**src/rtl/step_motion_profiler.sv**
```systemverilog
// Purpose : trapezoidal step-rate generator owning the signed step position that feeds the
//           full-step waveform decoder; follows external STEP/DIR pins when ext_mode=1.
// Latency : all outputs registered; first internal step lands sstart cycles after busy rises.
// Backpressure: none; start/ext_step are sampled in IDLE only and ignored while busy.
//
// Ports:
//   clk, rst                     clock, synchronous active-high reset
//   start, abort                 move request (IDLE only) / stop move in progress
//   target_pos                   absolute signed target position
//   start_period, min_period     slowest / fastest step period in clk cycles
//   accel_dec                    period change per step while ramping
//   ext_mode, ext_step, ext_dir  external STEP/DIR follow mode (ext_dir=1 -> -1)
//   cur_step_pos                 current position
//   step_pulse, dir, busy, done  step strobe, direction (1=negative), move active, move end strobe
module step_motion_profiler #(
    parameter int POS_W = 32,
    parameter int PER_W = 24
) (
    input  logic             clk,
    input  logic             rst,
    input  logic             start,
    input  logic             abort,
    input  logic [POS_W-1:0] target_pos,
    input  logic [PER_W-1:0] start_period,
    input  logic [PER_W-1:0] min_period,
    input  logic [PER_W-1:0] accel_dec,
    input  logic             ext_mode,
    input  logic             ext_step,
    input  logic             ext_dir,
    output logic [POS_W-1:0] cur_step_pos,
    output logic             step_pulse,
    output logic             dir,
    output logic             busy,
    output logic             done
);

    // One extra bit of headroom so period +/- accel never wraps.
    localparam int PW = PER_W + 1;

    typedef enum logic [1:0] {IDLE, ACCEL, CRUISE, DECEL} state_t;

    state_t           state_q;
    logic [POS_W-1:0] pos_q;
    logic [POS_W-1:0] rem_q;
    logic [POS_W-1:0] ramp_q;
    logic [PW-1:0]    period_q;
    logic [PW-1:0]    timer_q;
    logic [PW-1:0]    smin_q;
    logic [PW-1:0]    sstart_q;
    logic [PW-1:0]    accel_q;
    logic             step_q;
    logic             dir_q;
    logic             busy_q;
    logic             done_q;

    // Move setup derived from the live inputs; only used on the cycle a start is accepted.
    logic [PW-1:0]    smin_d;
    logic [PW-1:0]    sstart_d;
    logic [POS_W-1:0] delta_d;
    logic [POS_W-1:0] abs_delta_d;

    always_comb begin
        smin_d      = (min_period == '0) ? PW'(1) : {1'b0, min_period};
        sstart_d    = ({1'b0, start_period} > smin_d) ? {1'b0, start_period} : smin_d;
        delta_d     = target_pos - pos_q;
        abs_delta_d = delta_d[POS_W-1] ? (~delta_d + POS_W'(1)) : delta_d;
    end

    // Profile update applied at each step: remaining is decremented first, then the
    // ramp decision is made against the decremented value.
    logic [POS_W-1:0] rem_d;
    logic [POS_W-1:0] ramp_d;
    logic [PW-1:0]    period_d;
    logic [PW-1:0]    period_up;
    logic [PW-1:0]    sum_up;
    state_t           state_d;

    always_comb begin
        rem_d     = rem_q - POS_W'(1);
        sum_up    = period_q + accel_q;
        period_up = (sum_up > sstart_q) ? sstart_q : sum_up;
        state_d   = state_q;
        period_d  = period_q;
        ramp_d    = ramp_q;
        if (rem_d == '0) begin
            state_d = IDLE;
        end else if ((state_q != DECEL) && (rem_d <= ramp_q)) begin
            // Braking distance reached: mirror the ramp-up back down.
            state_d  = DECEL;
            period_d = period_up;
        end else if (state_q == ACCEL) begin
            // period - accel <= smin, rearranged so the subtraction cannot underflow.
            if (period_q <= smin_q + accel_q) begin
                period_d = smin_q;
                state_d  = CRUISE;
            end else begin
                period_d = period_q - accel_q;
                ramp_d   = ramp_q + POS_W'(1);
            end
        end else if (state_q == DECEL) begin
            period_d = period_up;
        end
    end

    always_ff @(posedge clk) begin
        if (rst) begin
            state_q  <= IDLE;
            pos_q    <= '0;
            rem_q    <= '0;
            ramp_q   <= '0;
            period_q <= '0;
            timer_q  <= '0;
            smin_q   <= '0;
            sstart_q <= '0;
            accel_q  <= '0;
            step_q   <= 1'b0;
            dir_q    <= 1'b0;
            busy_q   <= 1'b0;
            done_q   <= 1'b0;
        end else begin
            step_q <= 1'b0;
            done_q <= 1'b0;
            if (state_q == IDLE) begin
                if (ext_mode) begin
                    if (ext_step) begin
                        pos_q <= ext_dir ? (pos_q - POS_W'(1)) : (pos_q + POS_W'(1));
                    end
                end else if (start) begin
                    if (delta_d == '0) begin
                        done_q <= 1'b1;
                    end else begin
                        dir_q    <= delta_d[POS_W-1];
                        rem_q    <= abs_delta_d;
                        ramp_q   <= '0;
                        period_q <= sstart_d;
                        timer_q  <= sstart_d;
                        smin_q   <= smin_d;
                        sstart_q <= sstart_d;
                        accel_q  <= {1'b0, accel_dec};
                        busy_q   <= 1'b1;
                        state_q  <= ACCEL;
                    end
                end
            end else begin
                // Period is always >= 1, so timer reaching 1 marks expiry on this edge.
                if (timer_q == PW'(1)) begin
                    step_q   <= 1'b1;
                    pos_q    <= dir_q ? (pos_q - POS_W'(1)) : (pos_q + POS_W'(1));
                    rem_q    <= rem_d;
                    ramp_q   <= ramp_d;
                    period_q <= period_d;
                    timer_q  <= period_d;
                    state_q  <= state_d;
                    if (rem_d == '0) begin
                        busy_q <= 1'b0;
                        done_q <= 1'b1;
                    end
                end else begin
                    timer_q <= timer_q - PW'(1);
                end
                // Abort wins over everything except a step already due on this edge.
                if (abort) begin
                    state_q <= IDLE;
                    busy_q  <= 1'b0;
                    done_q  <= 1'b1;
                end
            end
        end
    end

    assign cur_step_pos = pos_q;
    assign step_pulse   = step_q;
    assign dir          = dir_q;
    assign busy         = busy_q;
    assign done         = done_q;

endmodule
```
**config.mk**
```make
export PLATFORM = sky130hd
export DESIGN_NAME = step_motion_profiler
export DESIGN_NICKNAME = d
export VERILOG_FILES = /design/src/rtl/step_motion_profiler.sv
export SDC_FILE = /design/constraint.sdc
export NUM_CORES = 1
export LEC_CHECK = 0
export ABC_AREA = 1
export BUFFER_PORTS_ARGS = -buffer_cell sky130_fd_sc_hd__buf_2
export CORE_ASPECT_RATIO = 1.5
export CORE_MARGIN = 4
export CORE_UTILIZATION = 64
export DETAILED_ROUTE_END_ITERATION = 8
export PLACE_DENSITY = 0.87
export SETUP_SLACK_MARGIN = 0.2
export SLEW_MARGIN = 25
export SYNTH_ARGS = -nofsm -noshare
export SYNTH_HDL_FRONTEND = slang
export SYNTH_SLANG_ARGS = --single-unit
```
**constraint.sdc**
```tcl
create_clock -name clk -period 5.3 [get_ports clk]
set_input_delay 0.795 -clock clk [delete_from_list [all_inputs] [get_ports clk]]
set_output_delay 0.795 -clock clk [all_outputs]
set_load 0.05 [all_outputs]
```
; Yosys cells after proc, flatten, opt, wreduce, memory -nomap -nowiden
; Index checks and enable logic that the tools add are counted.
[op_classes]
n_reduce_logical = 19
add_sub_neg = 10
eq_ne = 12
mux = 61
order_cmp = 4
n_bitwise = 3
[ops]
columns = op, n
row1 = 2-to-1 mux 32 bit, 21
row2 = 2-to-1 mux 25 bit, 13
row3 = "adder 32 x 1 -> 32 bit, second input constant", 3
row4 = logical NOT 32 bit, 2
row5 = "subtractor 32 x 1 -> 32 bit, second input constant", 2
row6 = adder 25 x 24 -> 25 bit, 2
row7 = 2-to-1 mux 24 bit, 2
row8 = <= comparator 32 bit, 1
row9 = NOT 32 bit, 1
row10 = subtractor 32 bit, 1
row11 = "== test 25 x 1 -> 1 bit, second input constant", 1
row12 = > comparator 25 bit, 1
row13 = <= comparator 25 bit, 1
row14 = "subtractor 25 x 1 -> 25 bit, second input constant", 1
row15 = subtractor 25 x 24 -> 25 bit, 1
row16 = > comparator 24 bit, 1
row17 = logical NOT 24 bit, 1
row18 = 2-to-1 mux 2 bit, 10
row19 = 2-to-1 mux 1 bit, 15
row20 = "inequality test 2 bit, second input constant", 6
row21 = nonzero test 5 bit, 2
row22 = AND reduction 4 bit, 2
row23 = AND reduction 8 bit, 1
row24 = "inequality test 2 x 1 -> 1 bit, second input constant", 3
row25 = other kinds (11), 15
[word_totals]
register_bits = 226
in_bits = 111

; Depth between registers and ports, before layout
; Gate-level depths: netlist of the first run.
[depth]
word_depth = 9
ltp_mapped = 37
mapped_depth_nobuf = 36

; Worst setup path before layout of the first run
; No wires, ideal clock.
[synth_timing]
path_kind = reg2reg
start = register accel_q[0]
end = register period_q[4]
setup_time_ns = 0.110
slack_ns = 0.948
path_stages_with_launch = 33
period_less_slack_ns = 4.352
arrival_time_ns = 4.242
n_path_buf = 1
cell_sequence = dfxtp_1 ha_1 fa_1 a21oi_1 o21bai_1 a21boi_0 inv_1 a21oi_1 nor2_1 nor2_1 o21a_1 o21ai_0 nand2_1 nand2_1 a21oi_1 ha_1 a21oi_1 o21ai_0 a21oi_1 nand3_1 nand2_1 clkbuf_1 nand2_1 nand3_1 o21ai_0 nand2_1 nand2_1 inv_1 nand2_1 nand3_1 nand3_1 nand2_1 inv_1
[synth_via]
elab_chain_len = 9
elab_cells_between_ends = 13
cone_classes = 3 x add/sub / 2 x order compare / 8 x mux
[synth_rtl]
columns = element, line_no
row1 = from (decl), 50  ; logic [PW-1:0] accel_q;
row2 = from (signal assigned), 139  ; accel_q <= {1'b0, accel_dec};
row3 = adder 25 x 24 -> 25 bit, 80  ; sum_up = period_q + accel_q;
row4 = > comparator 25 bit, 81  ; period_up = (sum_up > sstart_q) ? sstart_q : sum_up;
row5 = 2-to-1 mux 25 bit, 81
row6 = 2-to-1 mux 25 bit, 100  ; end else if (state_q == DECEL) begin
row7 = 2-to-1 mux 25 bit, 91  ; end else if (state_q == ACCEL) begin
row8 = 2-to-1 mux 25 bit (*), 87  ; end else if ((state_q != DECEL) && (rem_d <= ramp_q)) begin
row9 = 2-to-1 mux 25 bit (*), 85  ; if (rem_d == '0) begin
row10 = 2-to-1 mux 25 bit (*), 146  ; if (timer_q == PW'(1)) begin
row11 = 2-to-1 mux 25 bit (*), 123  ; if (state_q == IDLE) begin
row12 = to (signal assigned), 135  ; period_q <= sstart_d;
row13 = to (signal assigned), 151  ; period_q <= period_d;
row14 = to (decl), 46  ; logic [PW-1:0] period_q;
; Every way passes the cells marked *; elsewhere a longest branch is shown, timed or not. The select of a mux whose other input is x is not followed.
; A chain may end at the register's enable or synchronous reset.

; Worst setup path in the final report of the first run
[layout_timing]
start = register smin_q[0]
end = register period_q[16]
[layout_via]
elab_chain_len = 8
[layout_rtl]
columns = element, line_no
row1 = from (decl), 48  ; logic [PW-1:0] smin_q;
row2 = from (signal assigned), 137  ; smin_q <= smin_d;
row3 = adder 25 x 24 -> 25 bit, 93  ; if (period_q <= smin_q + accel_q) begin
row4 = <= comparator 25 bit, 93
row5 = 2-to-1 mux 25 bit, 93
row6 = 2-to-1 mux 25 bit, 91
row7 = 2-to-1 mux 25 bit, 87
row8 = 2-to-1 mux 25 bit, 85
row9 = 2-to-1 mux 25 bit, 146
row10 = 2-to-1 mux 25 bit, 123
; No other way between the ends. The select of a mux whose other input is x is not followed.

==> results of run 1 <==
## layout make-up
cell class / count / area [um2] / share of cell area [%]
tap: 489 / 612 / 2.31
inverter: 650 / 2450 / 9.24
sequential: 224 / 4490 / 16.9
clock inverter: 15 / 209 / 0.789
clock buffer: 30 / 674 / 2.55
multi-input combinational: 3182 / 16800 / 63.5
timing repair buffer: 205 / 1230 / 4.66
## per-stage QoR
step	utilization, %	worst slack, ns	hold WS [ns]	cell area (um2)
3_5_place_dp	68.0	0.272	0.460	25500
3_3_place_gp	68.0	0.382	0.453	25500
6_report	70.5	0.539	0.469	26500
2_1_floorplan	-	0.948	0.438	24300
4_1_cts	70.3	0.245	0.470	26400
5_1_grt	70.5	0.213	0.503	26500
## repair_timing
| item | in CTS | in global routing |
|---|---|---|
| gates resized for setup | 0 | 22 |
| buffers inserted | 0 | 0 |
| endpoints found under the setup margin | 0 | 84 |
## sequential cells by signal, summed over array words and instances, names as in the netlist, 2 cells and up
name	flops
timer_q	25
rem_q	32
smin_q	24
cur_step_pos	32
state_q	2
period_q	25
ramp_q	32
accel_q	24
sstart_q	24
## worst min-delay path by stage
| stage | startpoint | to | slack, ns | depth (start not counted) |
|---|---|---|---|---|
| final | rem_q[1] | rem_q[1] | 0.47 | 2 |
| after CTS | sstart_q[2] | sstart_q[2] | 0.47 | 2 |
| after global placement | sstart_q[2] | sstart_q[2] | 0.45 | 2 |
| after global routing | ramp_q[12] | ramp_q[12] | 0.50 | 2 |
| after detailed placement | sstart_q[2] | sstart_q[2] | 0.46 | 2 |
| after floorplan | smin_q[18] | smin_q[18] | 0.44 | 2 |
## cell families (layout without fill, tap and decap cells)
family                   count (synthesis)  after routing
AO/OA/AOI/OAI                          703            703
XOR/XNOR                               139            139
adder cells (fa/ha/maj)                220            220
buffers and inverters                  794            900
flip-flops                             224            224
multiplexers                             3              3
AND/OR/NAND/NOR                       2117           2117
## routing by layer
metal	vias up	track usage (%)
li1	13800	-
met1	12700	42.4
met2	1371	74.0
met3	460	4.96
met4	0	38.8
met5	-	0
## tightest hold or removal path, delay by kind of cell, from the launching register on
family	cells	cell delay [ns]
flops	1	0.31
compound gates	1	0.05
simple gates	1	0.06
## cells in the mapped netlist, drive strengths merged
master / count / share of area, %
a31oi: 10 / 0.26
buf: 64 / 1.5
mux2i: 3 / 0.12
fa: 4 / 0.33
o221ai: 2 / 0.072
o211ai: 7 / 0.22
o21ai: 277 / 5.7
nor3b: 4 / 0.12
and3: 1 / 0.026
nor3: 90 / 1.9
a21oi: 335 / 6.9
clkbuf: 80 / 1.2
a21boi: 4 / 0.12
nor4: 23 / 0.59
clkinv: 4 / 0.067
nand3b: 11 / 0.34
nand2: 1079 / 17
a211oi: 7 / 0.22
nand4: 99 / 2.5
nor2: 448 / 7.1
o31ai: 3 / 0.093
o21a: 14 / 0.43
o2111ai: 2 / 0.072
nand3: 346 / 7.2
a311oi: 1 / 0.036
and2: 9 / 0.23
o32ai: 2 / 0.072
dfxtp: 224 / 18
xnor2: 25 / 0.90
inv: 646 / 10
o21bai: 8 / 0.25
ha: 216 / 11
a221oi: 1 / 0.036
or2: 7 / 0.18
xor2: 114 / 4.1
a21o: 3 / 0.093
o22ai: 25 / 0.64
a22oi: 2 / 0.062
## report_power, final
group | total [mW] | internal [mW] | switching (mW)
Combinational | 8.52 | 2.60 | 5.92
Clock | 1.95 | 1.12 | 0.836
Sequential | 2.32 | 1.97 | 0.353
Total | 12.8 | 5.69 | 7.11
==> summary.md, run 1 <==
| Metric | Value |
|---|---|
| Final period util | between 80% and 90% |
| Worst path bufs/invs | 5 |
| Static leakage | 13.5 nW |
| WP data required | roughly 5.8 ns |
| CP top delay family | compound AO/OA/AOI/OAI gates |
| Slowest stage delay, CP | approximately 0.42 ns |
| Port Buffers | 146 |
| IO Pins | 147 |
| Largest net degree at the start of global routing | 83 |
| Worst slew pin tran | roughly 1.2 ns |
| Setup Total Neg Slack | 0 ns |
| PD cells | 483 mW/mm2 |
| Achievable frequency | approximately 210 MHz |
| Clock Sinks | 224 |
| CTS Buf Count | 25 |
| Ys Warns | 0 |
| Tot Pwr | 12.8 mW |
| Multiplexer area fraction after synthesis | less than 1% |
| Vias in the first global route | ~27000 |
| Max-slew violation count | 0 |
| CP Capture Type | flip-flop |
| Post-Synth Adder-Cell Area | 11.4% |
| Reg2Reg Depth | 32 |
| Clock buffer depth | 3 |
| Diodes inserted | 0 |
| RSZ-0062 raised after global routing | false |
| Max_cap viols | 0 |
| Xor/xnor share of the synthesized area | 5.00% |
| # rows | between 80 and 90 |
| DR top layer | met4 |
| Core Area | 0.0376 mm2 |
| Largest family of logic cells by synthesized area | simple AND/OR/NAND/NOR gates |
| Die Y | approximately 250 um |
| Relative slew slack | about 18% |
| Commonest cells after routing, fill and taps aside | 1067 x nand2_1, 633 x inv_1, 432 x nor2_1 |
| Synth Register Bits | between 200 and 250 |
| Die X-Extent | ~170 um |
| Share of cells above drive strength 1 | under 10% |
| Final #Nets | around 4600 |
| Final worst clock skew | approximately 0.018 ns |
| Mapped Cells | 4200 |
| HPWL Detailed | approximately 71 mm |
| Min Tclk post-route | approximately 4.8 ns |
| CTS Root Buffer Type | clkbuf_16 |
| WL met3 | 5.74 mm |
| DRC violations left | 0 |
| Placed Instances | between 4000 and 5000 |
| Crit path DAT | 5.23 ns |
| Register area share after synthesis | between 10% and 20% |
| CTS clk-pin slew, worst paths | 0.07 ns |
| Starting DRC count in detailed routing | 2731 |
| DIE AREA | 0.0413 mm2 |
| Drt total wl | 90.3 mm |
| Clock tree from TritonCTS | built |
| Initial Util | roughly two thirds |
| # hold bufs at CTS | 0 |
| Finished Layout Cells | roughly 4800 |
| Status | finished, final reports clean |
| Worst-path maximum fanout | 22 |
| Max VDD drop | approximately 0.45 mV |
| CP endpoint | period_q[16] |
| Worst R2R Setup Slack | 0.54 ns |
| Synthesized area | 0.0243 mm2 |
| Global-route wire length before repair | between 100 and 150 mm |
| Antenna violations before repair | 1 |
| Final antenna-violating net count | 0 |
| Vias | 28300 |
| WL per Instance | 18.8 um |
| Vias/cell | 5.91 |
| Layout area overhead | 8.79% |
| Clock latency at the later pin of the worst-skew pair | 0.58 ns |
| Critical path class | flip-flop to flip-flop |
| Post-synth net total | 4531 |
| Count of different cell masters after synthesis | 53 |
| Class of the worst hold path | flip-flop to flip-flop |
| Crit. Startpoint | smin_q[0] |
| Complex-gate fraction of the synthesized area | 15.3% |
| Path length in cells of the critical path | 32 |
| H-tree Lvls | 1 |
| Endpoint of the worst register-to-register path | period_q[16] |
| Fillcell total | ~3600 |
| Most common cell after layout, fill and taps aside | nand2_1 |
| Placer Congestion | between 1 and 1.5 |
| Gr usage total | between 40% and 50% |
| Post-synthesis simple-gate area fraction | a little under two fifths |
| Avg Inst Size Synth | 5.79 um2 |
| Slowest CP cell | fa_1 |
| Met2 wire len | around 43 mm |
| TritonRoute pass-1 iters | 8 |
| CP Launch Type | flip-flop |
| Final setup fails | 0 |
| Final Hold Vio Count | 0 |
| Worst R2R Start | smin_q[0] |
| Met1 wire length | slightly above 30 mm |
| Grt total ovfl | 0 |
(Power assumes the default switching activity.)
==> inputs of run 2 (changes only) <==
--- a/config.mk
+++ b/config.mk
@@ -9,11 +9,13 @@
 export BUFFER_PORTS_ARGS = -buffer_cell sky130_fd_sc_hd__buf_2
 export CORE_ASPECT_RATIO = 1.5
 export CORE_MARGIN = 4
-export CORE_UTILIZATION = 64
+export CORE_UTILIZATION = 65
+export CTS_BUF_LIST = sky130_fd_sc_hd__clkbuf_8
 export DETAILED_ROUTE_END_ITERATION = 8
-export PLACE_DENSITY = 0.87
+export PLACE_DENSITY = 0.88
 export SETUP_SLACK_MARGIN = 0.2
 export SLEW_MARGIN = 25
 export SYNTH_ARGS = -nofsm -noshare
 export SYNTH_HDL_FRONTEND = slang
 export SYNTH_SLANG_ARGS = --single-unit
+export TNS_END_PERCENT = 50
==> summary.md, run 2 (synthesized netlist as in run 1, its figures left out) <==
| Metric | Value |
|---|---|
| CTS clk-pin slew, worst paths | 0.06 ns (about the same) |
| Gr usage total | 42.5% (+0.79 points) |
| Final core occ | 71.8% (+1.3 points) |
| Final Hold Vio Count | 0 (unchanged) |
| CP Launch Type | flip-flop |
| Min Tclk post-route | 4.86 ns (+0.0965 ns) |
| CP endpoint | ramp_q[31] |
| WL per Instance | 18.9 um (+0.35%) |
| Starting DRC count in detailed routing | 2701 (-1.1%) |
| Final antenna-violating net count | 0 (unchanged) |
| DRC violations left | 0 (unchanged) |
| Status | finished, final reports clean |
| Vias in the first global route | 27000 (+0.86%) |
| Tot Pwr | 12.6 mW (-1.3%) |
| Slowest CP cell | fa_1 |
| Antenna violations before repair | 1 (unchanged) |
| Drt total wl | 90.9 mm (+0.75%) |
| Worst R2R Setup Slack | 0.44 ns (-0.10 ns) |
| M3 GR Usage | 6.75% (+1.8 points) |
| DIE AREA | 0.0407 mm2 (-1.5%) |
| Share of cells above drive strength 1 | 7.58% (+0.31 points) |
| Final setup fails | 0 (unchanged) |
| Die Y | 245 um (-0.75%) |
| Initial Util | 65.9% (+1.1 points) |
| CP top delay family | compound AO/OA/AOI/OAI gates |
| Final #Nets | 4632 (+0.28%) |
| Placer Congestion | 1.06 (+0.96%) |
| Worst slew pin tran | 1.22 ns (+0.00108 ns) |
| HPWL Detailed | 70.6 mm (-0.92%) |
| Grt total ovfl | 0 (unchanged) |
| Clock latency at the later pin of the worst-skew pair | 0.60 ns (+0.02 ns) |
| Clock tree from TritonCTS | built |
| Met2 Usage GRT | 75.2% (+1.3 points) |
| Global-route wire length before repair | 140 mm (+0.70%) |
| Final worst clock skew | 0.0406 ns (+0.0226 ns) |
| Relative slew slack | 17.5% (-0.073 points) |
| Static leakage | 13.6 nW (+0.29%) |
| PD cells | 477 mW/mm2 (-1.3%) |
| Max_cap viols | 0 (unchanged) |
| Worst R2R Start | accel_q[0] |
| Vias | 28500 (+0.73%) |
| Worst-path maximum fanout | 32 (+45%) |
| Most common cell after layout, fill and taps aside | nand2_1 |
| Max VDD drop | 0.360 mV (-20%) |
| Port Buffers | 146 (unchanged) |
| Setup Total Neg Slack | 0 ns (unchanged) |
| Crit. Startpoint | accel_q[0] |
| CTS Buf Count | 40 (+60%) |
| Slowest stage delay, CP | 0.42 ns (about the same) |
| CP Capture Type | flip-flop |
| Critical path class | flip-flop to flip-flop |
| # rows | 86 (-1.1%) |
| Crit path top cell by count | a21oi_1 |
| Commonest cells after routing, fill and taps aside | 1068 x nand2_1, 640 x inv_1, 432 x nor2_1 |
| Worst path bufs/invs | 4 (-1) |
| Layout area overhead | 8.85% (about the same) |
| H-tree Lvls | 2 (+1) |
| TritonRoute pass-1 iters | 8 (unchanged) |
| Core Area | 0.0369 mm2 (-1.7%) |
| Clock Sinks | 224 (unchanged) |
| Most used routing layer | met2 |
| Achievable frequency | 206 MHz (-2.0%) |
| Vias/cell | 5.93 (+0.34%) |
| Die X-Extent | 166 um (-0.74%) |
| # hold bufs at CTS | 0 (unchanged) |
| Class of the worst hold path | flip-flop to flip-flop |
| WP data required | 5.81 ns (+0.04 ns) |
| Endpoint of the worst register-to-register path | ramp_q[31] |
| RSZ-0062 raised after global routing | false |
| CTS Root Buffer Type | clkbuf_8 |
| Clock buffer depth | 3 (unchanged) |
| Largest net degree at the start of global routing | 92 (+11%) |
| Final period util | 91.6% (+1.8 points) |
| Reg2Reg Depth | 29 (-9.4%) |
| Routing usage on met1 | 43.2% (+0.74 points) |
| IO Pins | 147 (unchanged) |
| Crit path DAT | 5.37 ns (+0.14 ns) |
| Max-slew violation count | 0 (unchanged) |
| Path length in cells of the critical path | 29 (-9.4%) |
run 2: changes by cell type in the layout (fill, tap and decap cells not counted), moves of 2 or more:
cell / before / now
buf_12: 4 / 6
buf_4: 52 / 48
clkbuf_1: 2 / 0
clkbuf_16: 25 / 0
clkbuf_8: 3 / 49
clkinvlp_4: 3 / 5
inv_1: 633 / 640
run 2: through the flow:
step / setup slack [ns] / cell area (um2) / cells / hold WS (ns)
after floorplan: 0.948 / 24300 / 4200 / 0.438
after global placement: 0.291 / 25500 / 4742 / 0.453
after detailed placement: 0.161 / 25500 / 4742 / 0.456
after CTS: 0.197 / 26400 / 4812 / 0.458
after global routing: 0.187 / 26500 / 4814 / 0.494
final: 0.443 / 26500 / 4814 / 0.475
run 2: final cells by class:
cell class	count	area (um2)
multi-input combinational	3182	16800
tap	484	606
timing repair buffer	203	1240
fill	3525	10400
clock buffer	49	674
inverter	650	2450
clock inverter	21	220
antenna	1	2.50
sequential	224	4490
run 2: worst min-delay path, delay by kind of cell, from the launching register on:
kind	cells	cell delay [ns]
flip-flops	1	0.31
AND/OR/NAND/NOR	1	0.06
AO/OA/AOI/OAI	1	0.05
run 2: worst min-delay path by stage:
| stage | from | end | slack (ns) | depth (start not counted) |
|---|---|---|---|---|
| final | rem_q[1] | rem_q[1] | 0.47 | 2 |
| after global routing | busy | busy | 0.49 | 2 |
| after CTS | accel_dec[5] | accel_q[5] | 0.46 | 3 |
| after detailed placement | sstart_q[4] | sstart_q[4] | 0.46 | 2 |
| after global placement | rem_q[1] | rem_q[1] | 0.45 | 2 |
| after floorplan | smin_q[18] | smin_q[18] | 0.44 | 2 |
run 2: power breakdown:
group          switching (mW)  internal, mW
Combinational            5.82          2.60
Clock                   0.851          1.04
Sequential              0.358          1.97
run 2: routing by layer:
layer	share of wire, %	vias to the layer above
met5	0	-
met4	11	0
met3	7.5	489
met2	48	1483
met1	34	12700
li1	-	13800
run 2: what timing repair did:
item | 4_1_cts | 5_1_grt
buffers inserted | 0 | 0
gates cloned | 0 | 0
resized for setup | 1 | 19
setup endpoints to repair | 3 | 84
